### src/rtl/imem_loader_pkg.sv
// rtl/imem_loader_pkg.sv - shared types and constants for the instruction-memory loader
package imem_loader_pkg;

    localparam int INSTR_W = 32;
    localparam int BYTE_W  = 8;

    typedef enum logic [1:0] {
        IDLE    = 2'd0,
        COLLECT = 2'd1,
        WRITE   = 2'd2,
        FINISH  = 2'd3
    } state_t;

endpackage

### src/rtl/imem_loader_byte_packer.sv
// rtl/imem_loader_byte_packer.sv - big-endian byte-to-word packer for the loader
//
// Holds the leading bytes of the word being assembled plus a 2-bit byte
// counter. The word is presented as o_word_next, which is the value the
// 4-byte window holds once the byte currently on i_byte is shifted in, so
// the loader can capture a complete word on the same edge that accepts
// its last byte.
//
// Ports:
//   i_clk        clock
//   i_reset      synchronous active-high reset
//   i_clear      start of a new load: drop any partial word
//   i_shift      a byte is accepted this cycle
//   i_byte       incoming byte (most-significant byte of a word first)
//   o_word_next  assembled word including i_byte
//   o_word_full  the byte accepted this cycle completes a word
module byte_packer
    import imem_loader_pkg::*;
(
    input  logic               i_clk,
    input  logic               i_reset,
    input  logic               i_clear,
    input  logic               i_shift,
    input  logic [BYTE_W-1:0]  i_byte,
    output logic [INSTR_W-1:0] o_word_next,
    output logic               o_word_full
);

    // Only the three leading bytes need storage; the fourth byte of the
    // window is the live input lane.
    logic [INSTR_W-BYTE_W-1:0] r_buf;
    logic [1:0]                r_cnt;

    assign o_word_next = {r_buf, i_byte};
    assign o_word_full = i_shift && (r_cnt == 2'd3);

    always_ff @(posedge i_clk) begin
        if (i_reset || i_clear) begin
            r_buf <= '0;
            r_cnt <= '0;
        end else if (i_shift) begin
            r_buf <= o_word_next[INSTR_W-BYTE_W-1:0];
            r_cnt <= r_cnt + 2'd1;   // wraps to 0 after the fourth byte
        end
    end

endmodule

### src/rtl/imem_loader.sv
// rtl/imem_loader.sv - loads a byte stream as 32-bit words into instruction memory
//
// A legal start latches word_count, then bytes are collected four at a
// time (most-significant first) and each complete word is written to
// consecutive addresses from 0. done pulses after the last write; an
// illegal word_count (0 or above DEPTH) pulses error and nothing else.
//
// Optional feature: define IMEM_LOADER_CHECKSUM_EN to keep a running XOR of
// the words written in the current load on checksum; otherwise checksum
// is constant 0.
//
// Ports:
//   clk, reset          clock, synchronous active-high reset
//   start, word_count   load request and word count (sampled together)
//   byte_valid/byte_data/byte_ready   byte stream handshake
//   mem_we/mem_addr/mem_wdata         instruction-memory write port
//   busy, done, error   load status
//   checksum            XOR of words written in this load
module imem_loader
    import imem_loader_pkg::*;
#(
    parameter int DEPTH  = 16,
    parameter int ADDR_W = 4
) (
    input  logic               clk,
    input  logic               reset,
    input  logic               start,
    input  logic [ADDR_W:0]    word_count,
    input  logic               byte_valid,
    input  logic [BYTE_W-1:0]  byte_data,
    output logic               byte_ready,
    output logic               mem_we,
    output logic [ADDR_W-1:0]  mem_addr,
    output logic [INSTR_W-1:0] mem_wdata,
    output logic               busy,
    output logic               done,
    output logic               error,
    output logic [INSTR_W-1:0] checksum
);

    localparam logic [ADDR_W:0] DEPTH_W = (ADDR_W+1)'(DEPTH);
    localparam logic [ADDR_W:0] IDX_ONE = (ADDR_W+1)'(1);

    state_t               r_state;
    logic [ADDR_W:0]      r_count;
    logic [ADDR_W:0]      r_idx;
    logic                 r_byte_ready;
    logic                 r_mem_we;
    logic [ADDR_W-1:0]    r_mem_addr;
    logic [INSTR_W-1:0]   r_mem_wdata;
    logic                 r_busy;
    logic                 r_done;
    logic                 r_error;

    logic                 w_accept;
    logic                 w_count_ok;
    logic                 w_clear;
    logic [ADDR_W:0]      w_idx_next;
    logic [INSTR_W-1:0]   w_word_next;
    logic                 w_word_full;

    assign w_accept   = r_byte_ready && byte_valid;
    assign w_count_ok = (word_count != '0) && (word_count <= DEPTH_W);
    assign w_clear    = (r_state == IDLE) && start && w_count_ok;
    assign w_idx_next = r_idx + IDX_ONE;

    byte_packer u_packer (
        .i_clk       (clk),
        .i_reset     (reset),
        .i_clear     (w_clear),
        .i_shift     (w_accept),
        .i_byte      (byte_data),
        .o_word_next (w_word_next),
        .o_word_full (w_word_full)
    );

`ifdef IMEM_LOADER_CHECKSUM_EN
    logic [INSTR_W-1:0] r_checksum;
`endif

    always_ff @(posedge clk) begin
        if (reset) begin
            r_state      <= IDLE;
            r_count      <= '0;
            r_idx        <= '0;
            r_byte_ready <= 1'b0;
            r_mem_we     <= 1'b0;
            r_mem_addr   <= '0;
            r_mem_wdata  <= '0;
            r_busy       <= 1'b0;
            r_done       <= 1'b0;
            r_error      <= 1'b0;
`ifdef IMEM_LOADER_CHECKSUM_EN
            r_checksum   <= '0;
`endif
        end else begin
            r_mem_we <= 1'b0;
            r_done   <= 1'b0;
            r_error  <= 1'b0;
            case (r_state)
                IDLE: begin
                    if (start) begin
                        if (w_count_ok) begin
                            r_count      <= word_count;
                            r_idx        <= '0;
                            r_busy       <= 1'b1;
                            r_byte_ready <= 1'b1;
                            r_state      <= COLLECT;
`ifdef IMEM_LOADER_CHECKSUM_EN
                            r_checksum   <= '0;
`endif
                        end else begin
                            r_error <= 1'b1;
                        end
                    end
                end
                COLLECT: begin
                    // The last byte and the write port are captured on the
                    // same edge, so WRITE presents a complete word at once.
                    if (w_word_full) begin
                        r_byte_ready <= 1'b0;
                        r_mem_we     <= 1'b1;
                        r_mem_addr   <= r_idx[ADDR_W-1:0];
                        r_mem_wdata  <= w_word_next;
                        r_state      <= WRITE;
                    end
                end
                WRITE: begin
                    r_idx <= w_idx_next;
`ifdef IMEM_LOADER_CHECKSUM_EN
                    r_checksum <= r_checksum ^ r_mem_wdata;
`endif
                    if (w_idx_next == r_count) begin
                        r_done  <= 1'b1;
                        r_state <= FINISH;
                    end else begin
                        r_byte_ready <= 1'b1;
                        r_state      <= COLLECT;
                    end
                end
                FINISH: begin
                    r_busy  <= 1'b0;
                    r_state <= IDLE;
                end
                default: begin
                    r_state <= IDLE;
                end
            endcase
        end
    end

    assign byte_ready = r_byte_ready;
    assign mem_we     = r_mem_we;
    assign mem_addr   = r_mem_addr;
    assign mem_wdata  = r_mem_wdata;
    assign busy       = r_busy;
    assign done       = r_done;
    assign error      = r_error;

`ifdef IMEM_LOADER_CHECKSUM_EN
    assign checksum = r_checksum;
`else
    assign checksum = '0;
`endif

endmodule

### config.mk
export PLATFORM = sky130hd
export DESIGN_NAME = imem_loader
export DESIGN_NICKNAME = d
export VERILOG_FILES = /design/src/rtl/imem_loader_pkg.sv /design/src/rtl/imem_loader_byte_packer.sv /design/src/rtl/imem_loader.sv
export SDC_FILE = /design/constraint.sdc
export NUM_CORES = 1
export LEC_CHECK = 0
export BUFFER_PORTS_ARGS = -buffer_cell sky130_fd_sc_hd__buf_4
export CORE_MARGIN = 2
export CORE_UTILIZATION = 30
export CTS_CLUSTER_SIZE = 16
export DETAILED_ROUTE_END_ITERATION = 6
export GPL_TIMING_DRIVEN = 0
export PLACE_DENSITY = 0.48
export SLEW_MARGIN = 20
export SYNTH_ARGS = -nofsm -noshare
export SYNTH_HDL_FRONTEND = slang
export SYNTH_SLANG_ARGS = --single-unit
### constraint.sdc
create_clock -name clk -period 4.4 [get_ports clk]
set_input_delay 0.66 -clock clk [delete_from_list [all_inputs] [get_ports clk]]
set_output_delay 0.66 -clock clk [all_outputs]
set_load 0.02 [all_outputs]
Word level (Yosys, flattened, before mapping)
Index checks and enable logic that the tools add are counted.
{"block": "word_totals", "register_bits": 79, "input_bits": 17, "out_inout_bits": 73}
{"block": "classes", "addsub": 2, "order_cmp": 1, "n_eq_ne": 9, "mux": 17, "bitwise": 4, "reduce_logical": 20}
{"op": "3-bit AND reduction", "n": 4}
{"op": "5-bit two-way mux", "n": 2}
{"op": "5-bit one-hot mux with 2 select lines", "n": 1}
{"op": "2-bit two-way mux", "n": 4}
{"op": "2-bit one-hot mux with 4 select lines", "n": 1}
{"op": "1-bit two-way mux", "n": 7}
{"op": "2-bit == test (second input constant)", "n": 3}
{"op": "2-bit != test (second input constant)", "n": 3}
{"op": "5-bit by 1-bit adder with 5-bit output (second input constant)", "n": 1}
{"op": "5-bit == test", "n": 1}
{"op": "5-bit less-or-equal comparator (second input constant)", "n": 1}
{"op": "1-bit logical AND", "n": 5}
{"op": "5-bit AND reduction", "n": 1}
{"op": "5-bit nonzero test", "n": 1}
{"op": "1-bit inverter", "n": 4}
{"op": "2-bit nonzero test", "n": 2}
{"op": "2-bit OR reduction", "n": 2}
{"op": "1-bit one-hot mux with 3 select lines", "n": 1}
{"op": "3-bit nonzero test", "n": 1}
{"op": "3-bit OR reduction", "n": 1}
{"op": "2-bit by 1-bit adder with 2-bit output (second input constant)", "n": 1}
{"op": "2-bit by 1-bit == test with 1-bit output (second input constant)", "n": 1}
{"op": "2-bit logical NOT", "n": 1}
{"op": "2-bit by 1-bit != test with 1-bit output (second input constant)", "n": 1}
{"op": "3 further kinds", "n": 3}

Longest topological paths before layout
Gate-level depths: netlist (run 1).
{"block": "depth", "word_depth": 5, "mapped_depth": 6}

By module
A second synthesis (run 1) with hierarchy kept.
{"block": "hier_totals", "cells_unflattened": 374, "hier_area_um2": 3320.7}
{"module": "imem_loader", "instances": 1, "cells_each": 279, "area_per_inst_um2": 2280.9, "seq_area_each_um2": 1061.0}
{"module": "byte_packer", "instances": 1, "cells_each": 95, "area_per_inst_um2": 1039.7, "seq_area_each_um2": 520.5}

Worst setup path after synthesis (run 1)
OpenSTA, ideal clock, no wires.
{"block": "synth_path", "kind": "input-to-reg", "start": "in word_count[3]", "end": "reg r_idx[3]", "setup_ns": 0.091, "arrival_time_ns": 1.752, "required_ns": 4.309, "path_slack_ns": 2.557, "stages": 4, "path_buffers": 0, "path_cell_list": "nor4_4 > mux2i_1 > nand2_1 > a311oi_1"}
{"block": "synth_via", "elab_chain_len": 4, "elab_cells_between_ends": 5, "cone_classes": "order compare (1); eq/ne (1); reduce/logical (3)"}
{"item": "from (decl)", "line": "imem_loader.sv:28", "text": "input logic [ADDR_W:0] word_count,"}
{"item": "5-bit less-or-equal comparator or 5-bit nonzero test (tied branches)", "line": "imem_loader.sv:63", "text": "assign w_count_ok = (word_count != '0) && (word_count <= DEPTH_W);"}
{"item": "1-bit logical AND (*)", "line": "imem_loader.sv:63"}
{"item": "2-bit != test (no line) (*)"}
{"item": "3-bit AND reduction (no line) (*)"}
{"item": "to (signal assigned)", "line": "imem_loader.sv:129", "text": "r_idx <= w_idx_next;"}
{"item": "to (decl)", "line": "imem_loader.sv:46", "text": "logic [ADDR_W:0] r_idx;"}
Every way passes the cells marked *; elsewhere a longest branch is shown, timed or not.
A chain may end at the register's enable or synchronous reset.

Final worst setup path (run 1)
{"block": "layout_path", "start": "reg u_packer.r_cnt[0]", "end": "reg r_mem_wdata[30], in the netlist mem_wdata[30]"}
{"block": "layout_via", "elab_chain_len": 3}
{"item": "from (decl)", "line": "imem_loader_byte_packer.sv:32", "text": "logic [1:0] r_cnt;"}
{"item": "from (signal assigned)", "line": "imem_loader_byte_packer.sv:43", "text": "r_cnt <= r_cnt + 2'd1;"}
{"item": "2-bit == test", "line": "imem_loader_byte_packer.sv:35", "text": "assign o_word_full = i_shift && (r_cnt == 2'd3);"}
{"item": "1-bit logical AND", "line": "imem_loader_byte_packer.sv:35"}
{"item": "2-bit AND reduction (no line)"}
{"item": "to (signal assigned)", "line": "imem_loader.sv:124", "text": "r_mem_wdata <= w_word_next;"}
{"item": "to (decl)", "line": "imem_loader.sv:50", "text": "logic [INSTR_W-1:0] r_mem_wdata;"}
No other way between the ends.

==> results.cfg, run 1 <==
[run_status]
status = finished clean

[grt]
first_global_vias = 2607
grt_usage_pct = 13.90
grt_pass1_wl_um = 12890
antenna_found_initial = 0
grt_start_max_net_pins = 14
grt.overflow.total = 0

[sta]
rsz0062_at_grt = no
fin_crit_sh_pct = 46.50
tightest_slew_ns = 0.7260
maxSlewHeadroom_pct = 51.42
finalSetupTns_ns = 0
setup-violations-final = 0
fmax_ghz = 0.4888
clock_skew_ns = 0.007629
post-route-min-period_ns = 2.046
slew_viol_final = 0
hold_viol = 0

[power]
ir_worst_vdd_v = 0.0001254
comb_power_share_pct = 8.6
swShare_pct = 23.94
p_clk_share_pct = 42.0
p_leak_nw = 1.641
power_density_mw_per_mm2 = 345.6
p_switching_w = 0.0003523
p_seq_share_pct = 49.5
intPower_w = 0.001119

[detailed_routing]
wl_per_cell_um = 12.17
via_per_inst = 4.335
remaining_drc_errors = 0
wl_um = 7836
ant_nets = 0
dr.pass1.iters = 4
drt_iter0_markers = 85
dr_total_vias = 2792

[clocking]
clk_pin_slew_ns = 0.08
cts_buffers = 9
insertion_delay_ns = 0.35
cts_root_buffer = clkbuf_8
cts.sinks = 79
cts_tree = yes
cts_resized = 0
holdBufCountCts = 0
cts_setup_buffers = 0
cts_max_path_buffers = 2
cts_max_level = 3

[worst_setup_path]
startpoint = u_packer.r_cnt[0]
required_ns = 4.68
max_stage_delay_ns = 0.60
crit_path_start_kind = flop
r2r_slack_ns = 2.35
crit_path_end = mem_wdata[30]
path_cells = ha_1 > nand3_1 > nor2_1 > clkbuf_1 > nand2_1 > a21oi_1
arrival_ns = 2.32
setup.worst_path.class = flop to flop
endpoint_kind = flop
r2r_cells = 6
path_max_fanout = 10
r2r-start = u_packer.r_cnt[0]
slowest_stage = nor2_1
rr_endpoint = mem_wdata[30]

[floorplan]
ios = 90
fp.dieArea_mm2 = 0.01191
coreArea_mm2 = 0.01079
dieHeight_um = 109.1
start_util_pct = 30.71
fp.dieW_um = 109.1
core.rowCount = 38

[cells_and_area]
multiInputGateArea_mm2 = 0.001510
seqCellArea_mm2 = 0.001582
area_growth_syn_to_layout_pct = 28.46
layout_commonest_cell = nand2_1
final_nets = 518
fill_cells = 1150
layout-drive-gt1-share_pct = 25.79
final_cell_mix = nand2_1 (131), buf_4 (88), dfxtp_1 (79)
antenna_cells = 0
utilization_pct = 39.45

[synth]
async_flop_share_pct = 0
synth_edf_count = 0
yosys_warnings = 0
yosysTopAreaCell = dfxtp_1
synth-seq-cells = 79
netlist_area_mm2 = 0.003314
synthFlopType = dfxtp_1
syn_inst = 401
synth_top_area_share_pct = 47.72
ys_seq_area_share_pct = 47.72
postSynthAreaPerCell_um2 = 8.265
synth.area.top_cells = dfxtp_1 (48%), nand2_1 (15%), a21oi_1 (7.7%), buf_4 (7.2%), a21oi_2 (5.0%)
synth.distinct_cells = 37

[place]
gp_congestion = 0.7150
dpl.hpwl_um = 5714
io_buffers = 56

[hold_path]
whs_path_depth = 2
hp-start = mem_wdata[27]
hold_class = flop to flop

[job]
maxCapViolations = 0
==> final cells by class <==
type / count / share of cell area (%)
inverter: 1 / 0.08816
buffer: 53 / 7.875
clock buffer: 11 / 3.556
sequential: 79 / 37.14
clock inverter: 5 / 1.881
tap: 140 / 4.114
timing repair buffer: 56 / 9.874
multi-input combinational: 299 / 35.47
==> power by group through the flow <==
stage	Sequential (W)	Combinational, W	Clock, W
floorplan	0.000745	0.0000914	0
global placement	0.000745	0.000125	0
detailed placement	0.000745	0.000125	0
CTS	0.000728	0.000126	0.000634
finish	0.000728	0.000126	0.000618
global route	0.000729	0.000139	0.000667
==> layer usage <==
layer / wire [um] / global-route usage, %
met5: 0 / 0
met3: 419 / 2.989
met2: 3380 / 21.12
met4: 100 / 4.670
met1: 3936 / 19.44
==> how the worst min path moves through the flow <==
stage / to / slack (ns)
3_3_place_gp: mem_wdata[24] / 0.44
2_1_floorplan: mem_wdata[24] / 0.43
3_5_place_dp: mem_wdata[31] / 0.45
5_1_grt: mem_wdata[27] / 0.48
6_report: mem_wdata[27] / 0.46
4_1_cts: mem_wdata[31] / 0.46
==> synthesized netlist by cell type, drive strengths merged (4+ instances only) <==
cell	count
a21oi	70
buf	36
clkbuf	17
dfxtp	79
nand2	131
nand3	7
nand3b	5
nor2	7
o21ai	10
xnor2	4
xor2	4
==> flip-flops by register name (all words and copies together) (netlist names), 2 cells and up <==
| name | count |
|---|---|
| u_packer.r_buf | 24 |
| r_count | 5 |
| mem_wdata | 32 |
| mem_addr | 4 |
| u_packer.r_cnt | 2 |
| r_idx | 5 |
| r_state | 2 |
==> critical path: cells and delay by family, from the launching register on <==
family | cells | cell delay, ns
AOI/OAI and AO/OA | 1 | 0.15
adders and majority gates | 1 | 0.19
buffers and inverters | 1 | 0.42
DFF | 1 | 0.36
and+or+nand+nor | 3 | 0.86
==> stage by stage <==
stage	worst slack (ns)	instance area [um2]	hold WS [ns]	std cells	total power, W
2_1_floorplan	2.557	3431	0.4321	432	0.0008366
3_3_place_gp	2.107	4026	0.4424	628	0.0008694
3_5_place_dp	2.098	4026	0.4467	628	0.0008705
4_1_cts	2.312	4258	0.4587	644	0.001488
5_1_grt	2.124	4258	0.4759	644	0.001536
6_report	2.354	4258	0.4559	644	0.001472
==> kinds of logic after synthesis <==
logic type               Yosys count  synth area share, %
other                              1               0.1131
multiplexers                       1               0.3020
adder cells (fa/ha/maj)            2               0.7549
AO/OA/AOI/OAI                     88                16.42
buffers and inverters             54                10.23
flip-flops                        79                47.72
XOR/XNOR                           8                2.341
AND/OR/NAND/NOR                  168                22.12
No activity file was read; power rests on OpenSTA's default activity.
==> run 2, diff against run 1 <==
ABC_AREA = 1   (was default)
PLACE_DENSITY = 0.49   (was 0.48)
clock period = 1.7 ns   (was 4.4 ns; I/O delays follow)
==> run 2 against run 1 <==
Non-clock buffer count grew 1. Hold slack lost 0.33 ns. Die area grew 1.4%. First-iteration DRC count grew 15%. Cell area grew 0.50%. Critical endpoint is now mem_wdata[25]. Largest power group unchanged.
==> results.cfg, run 2 <==
[grt]
grt_pass1_wl_um = 13380
grt_start_max_net_pins = 15
first_global_vias = 2788
grt.overflow.total = 0
antenna_found_initial = 0
grt_usage_pct = 14.32

[hold_path]
hold_class = input port to flop

[clocking]
cts_setup_buffers = 0
cts_max_path_buffers = 2
cts_root_buffer = clkbuf_8
cts.sinks = 79
holdBufCountCts = 0
clk_pin_slew_ns = 0.09
cts_max_level = 3
insertion_delay_ns = 0.36
cts_buffers = 9
cts_resized = 0
cts_tree = yes

[synth]
synth_commonest_cells = nor2_1 (83), dfxtp_1 (79), nand2_1 (54)
synth_edf_count = 0
synthFlopType = dfxtp_1
postSynthAreaPerCell_um2 = 7.819
synth_top_area_share_pct = 47.04
yosys_warnings = 0
ys_seq_area_share_pct = 47.04
synth.distinct_cells = 31
yosysTopAreaCell = dfxtp_1
netlist_area_mm2 = 0.003362
yosysMostFrequentCell = nor2_1
synth-seq-cells = 79
syn_inst = 430
synth.area.top_cells = dfxtp_1 (47%), nor2_1 (9.3%), buf_4 (7.8%), o21ai_0 (6.3%), nand2_1 (6.0%)
async_flop_share_pct = 0

[worst_setup_path]
setup.worst_path.class = flop to flop
crit_path_start_kind = flop
arrival_ns = 1.80
cp_common_cell = nor2_1
r2r_slack_ns = 0.20
max_stage_delay_ns = 0.42
slowest_stage = clkbuf_1
path_max_fanout = 10
path_cells = ha_1 > nand3_2 > nor2_4 > inv_2 > clkbuf_1 > nor2_1 > nor2_1
required_ns = 2.00
endpoint_kind = flop

[sta]
clock_skew_ns = 0.007969
rsz0062_at_grt = no
setup-violations-final = 0
finalSetupTns_ns = 0
fmax_ghz = 0.6662
slew_viol_final = 0
fin_crit_sh_pct = 88.29
hold_viol = 0
post-route-min-period_ns = 1.501

[detailed_routing]
dr_total_vias = 2870
via_per_inst = 4.264
drt_iter0_markers = 98
dr.pass1.iters = 4
remaining_drc_errors = 0
wl_um = 8005
wl_per_cell_um = 11.89
ant_nets = 0

[floorplan]
start_util_pct = 30.88
ios = 90
dieHeight_um = 109.9
fp.dieArea_mm2 = 0.01207
coreArea_mm2 = 0.01089
fp.dieW_um = 109.9
core.rowCount = 38

[power]
ir_worst_vdd_v = 0.0004651
power_density_mw_per_mm2 = 1002
p_leak_nw = 2.003

[cells_and_area]
final_cell_mix = buf_4 (91), nor2_1 (83), dfxtp_1 (77)
largest_reg_flops = 32
antenna_cells = 0
utilization_pct = 39.30
final_cells = 673
final_nets = 547
area_growth_syn_to_layout_pct = 27.28
layout_commonest_cell = buf_4
layout-drive-gt1-share_pct = 27.20

[place]
gp_congestion = 0.7879
dpl.hpwl_um = 5803
dp.cells = 657
io_buffers = 56

[run_status]
status = finished clean

[job]
maxCapViolations = 0
-- run 2: final cells by class --
type | instances | area (um2)
clock buffers | 9 | 123.9
fillers | 1158 | 6609
inverters | 25 | 96.34
well taps | 140 | 175.2
plain buffers | 54 | 375.4
flip-flops and latches | 79 | 1587
multi-input cells | 303 | 1428
repair buffers | 56 | 420.4
clock inverters | 7 | 73.82
-- run 2: worst max-delay path, delay by kind of cell (launching register included) --
kind	cells	cell delay [ns]
adder cells (fa/ha/maj)	1	0.20
flip-flops	1	0.33
buffers and inverters	2	0.54
AND/OR/NAND/NOR	4	0.39
-- run 2: routing by layer --
metal  vias up  global-route usage (%)  routed length, um
li1       1520                       -                  -
met1      1274                   18.17               3737
met2        72                   23.58               3757
met3         4                   4.683                467
met4         0                   3.255                 43
met5         -                       0                  0
-- run 2: metrics by stage --
stage | area [um2] | total power, W | setup slack, ns | hold WS (ns)
2_1_floorplan | 3478 | 0.002721 | 0.2904 | 0.3899
3_3_place_gp | 4074 | 0.002922 | 0.1433 | 0.4588
3_5_place_dp | 4074 | 0.002928 | 0.1488 | 0.4641
4_1_cts | 4272 | 0.004331 | 0.1288 | 0.1170
5_1_grt | 4279 | 0.004540 | 0.01250 | 0.1190
6_report | 4279 | 0.004288 | 0.1991 | 0.1235
-- run 2: cell families (layout without fill, tap and decap cells) --
logic type	count (synthesis)	in the layout	synth area share [%]
buffers and inverters	79	151	14.03
and+or+nand+nor	185	185	24.30
other	1	32	0.1115
DFF	79	79	47.04
adders and majority gates	2	2	0.7442
AOI/OAI and AO/OA	82	82	13.25
xor gates and xnor gates	2	2	0.5211
-- run 2: power by group --
group / switching [W] / internal [W]
clock network: 0.000722 / 0.000680
logic: 0.000552 / 0.000312
registers: 0.0000815 / 0.00194
-- run 2: path summary, 6_finish.rpt --
path | startpoint | endpoint | cells after the start
hold reg to reg | busy | busy | 2
setup reg to reg | u_packer.r_cnt[0] | mem_wdata[25] | 7
hold / removal | word_count[0] | r_count[0] | 3
setup / recovery | u_packer.r_cnt[0] | mem_wdata[25] | 7
==> run 3, diff against run 2 <==
CELL_PAD_IN_SITES_DETAIL_PLACEMENT = 1   (was default)
CELL_PAD_IN_SITES_GLOBAL_PLACEMENT = 2   (was default)
CORE_UTILIZATION = 26   (was 30)
PLACE_DENSITY = 0.73   (was 0.49)
SYNTH_HIERARCHICAL = 1   (was default)
==> run 3 against run 2 <==
Setup slack lost 0.052 ns. Via count grew 15%. Critical endpoint is now r_idx[0]. Final cell count grew 17%. Cell area grew 10%. Core utilization shrank 3.8 points. Global-route usage shrank 0.17 points. Largest cell class unchanged. Clock-buffer cell count is the same. Hold slack gained 0.060 ns. Area after synthesis grew 5.7%. Clock skew shrank 0.00067 ns. Die area grew 21%. Register-to-register slack lost 0.05 ns.
==> results.cfg, run 3 <==
[run_status]
status = finished clean

[detailed_routing]
ant_nets = 0
dr.pass1.iters = 4
wl_um = 9940
via_per_inst = 4.196
remaining_drc_errors = 0
drt_iter0_markers = 87
dr_total_vias = 3294
wl_per_cell_um = 12.66

[worst_setup_path]
arrival_ns = 1.79
crit_path_start_kind = flop
r2r_slack_ns = 0.15
setup.worst_path.class = flop to flop
path_cells = nand2_1 > inv_2 > buf_12 > nand2_1 > inv_1 > inv_1 > nand2_2 > nand2_1 > inv_1 > nand2_1 > nor2_2 > inv_2 > o21ai_0 > inv_1
slowest_stage = dfxtp_2
path_max_fanout = 6
r2r-start = byte_ready
endpoint_kind = flop
rr_endpoint = r_idx[0]
required_ns = 1.93
r2r_cells = 14
max_stage_delay_ns = 0.34

[sta]
hold_ws_ns = 0.1834
fin_crit_sh_pct = 91.37
clock_skew_ns = 0.007298
setup-violations-final = 0
maxSlewHeadroom_pct = 64.17
fmax_ghz = 0.6438
slew_viol_final = 0
hold_viol = 0
tightest_slew_ns = 0.5374
post-route-min-period_ns = 1.553
rsz0062_at_grt = no
worst_slack_ns = 0.1467

[clocking]
cts_max_path_buffers = 2
cts_buffers = 9
cts_tree = yes
clk_pin_slew_ns = 0.06
cts.sinks = 79
cts_max_level = 3
cts_root_buffer = clkbuf_16
holdBufCountCts = 0
insertion_delay_ns = 0.34

[floorplan]
dieHeight_um = 120.9
coreArea_mm2 = 0.01330
fp.dieW_um = 120.9
fp.dieArea_mm2 = 0.01461
start_util_pct = 26.72
ios = 90
core.rowCount = 42

[place]
place_ws_ns = -0.3784
gp_congestion = 0.7540
io_buffers = 57
dpl.hpwl_um = 7490

[synth]
synth-seq-cells = 79
postSynthAreaPerCell_um2 = 7.119
synth_edf_count = 0
synth_commonest_cells = nand2_1 (127), dfxtp_1 (79), nor2_1 (68)
ys_seq_area_share_pct = 44.52
yosysTopAreaCell = dfxtp_1
netlist_area_mm2 = 0.003552
synth.area.top_cells = dfxtp_1 (45%), nand2_1 (13%), buf_4 (9.7%), nor2_1 (7.2%), a21oi_1 (6.6%)
synthFlopType = dfxtp_1
yosysMostFrequentCell = nand2_1
async_flop_share_pct = 0
syn_inst = 499
yosys_warnings = 6
synth.distinct_cells = 26
synth_top_area_share_pct = 44.52

[grt]
grt_start_max_net_pins = 18
grt_pass1_wl_um = 16080
first_global_vias = 3355
grt.overflow.total = 0
grt_usage_pct = 14.15
antenna_found_initial = 0

[job]
maxCapViolations = 0

[power]
p_seq_share_pct = 41.7
swShare_pct = 26.85
p_clk_share_pct = 43.0
p_switching_w = 0.001286
p_leak_nw = 2.101
comb_power_share_pct = 15.4
ir_worst_vdd_v = 0.0004189
intPower_w = 0.003504
power_density_mw_per_mm2 = 1014

[cells_and_area]
area_growth_syn_to_layout_pct = 33.04
layout_commonest_cell = nand2_1
final_cell_mix = nand2_1 (125), buf_4 (111), dfxtp_1 (75)
largest_reg_flops = 32
final_nets = 623
layout-drive-gt1-share_pct = 25.94
antenna_cells = 0
utilization_pct = 35.54

[hold_path]
whs_path_depth = 3
min_to = r_count[4]
hold_class = input port to flop
hp-start = word_count[4]
run 3: cell types whose count changed in the layout (fill, tap and decap cells not counted), sizes merged, moves of 3 or more:
cell	previous run	this run
clkbuf	20	17
nor2	89	72
nand3	34	43
inv	25	49
buf	99	121
nand2	57	128
o21ai	42	1
a21oi	39	48
a211oi	0	3
run 3: what timing repair did:
action | 4_1_cts | 5_1_grt
resized for setup | 11 | 10
pin swaps | 1 | 3
hold endpoints to repair | 0 | 0
setup endpoints to repair | 44 | 50
buffers inserted | 0 | 7
run 3: metal layers:
metal / wire length (um) / GRT usage (%)
met4: 157 / 5.233
met1: 4749 / 18.29
met3: 303 / 2.961
met2: 4730 / 23.17
met5: 0 / 0
run 3: cells by family after synthesis:
family	Yosys count	synth area share, %
simple gates	249	28.88
buf+inv	115	17.89
xor+xnor	1	0.2466
compound gates	52	7.644
fa+ha+maj	2	0.7044
other cells	1	0.1056
flops	79	44.52
run 3: per-stage QoR:
stage / std cells / setup TNS [ns] / power (W) / cell area [um2]
detailed placement: 763 / -13.45 / 0.002737 / 4319
floorplan: 530 / 0 / 0.002545 / 3671
global placement: 763 / -12.55 / 0.002719 / 4319
global route: 785 / 0 / 0.005052 / 4726
finish: 785 / 0 / 0.004790 / 4726
CTS: 778 / 0 / 0.004827 / 4652
run 3: critical path: cells and delay by family, from the launching register on:
family	cells	cell delay, ns
and+or+nand+nor	6	0.48
AOI/OAI and AO/OA	1	0.15
DFF	1	0.34
buffers and inverters	7	0.48
run 3: final cells by class:
cell class / count / area [um2]
plain buffers: 65 / 471.7
clock buffers: 9 / 225.2
inverters: 49 / 183.9
clock inverters: 7 / 87.58
fillers: 1648 / 8569
multi-input cells: 336 / 1470
flip-flops and latches: 79 / 1587
repair buffers: 64 / 480.5
well taps: 176 / 220.2
run 3: power by group through the flow:
stage / combinational [W] / clock, W / sequential, W
6_report: 0.000737 / 0.00206 / 0.00200
5_1_grt: 0.000830 / 0.00221 / 0.00201
2_1_floorplan: 0.000519 / 0 / 0.00203
4_1_cts: 0.000708 / 0.00212 / 0.00199
3_3_place_gp: 0.000686 / 0 / 0.00203
3_5_place_dp: 0.000702 / 0 / 0.00203
run 3: how the worst max path moves through the flow:
stage	startpoint	to	slack, ns	cells past startpoint
3_3_place_gp	byte_valid	mem_wdata[17]	-0.36	12
2_1_floorplan	byte_ready	mem_addr[3]	0.06	11
5_1_grt	byte_ready	r_idx[2]	0.003	14
6_report	byte_ready	r_idx[0]	0.15	14
4_1_cts	r_state[0]	u_packer/r_buf[19]	0.01	9
3_5_place_dp	byte_valid	mem_wdata[13]	-0.38	12
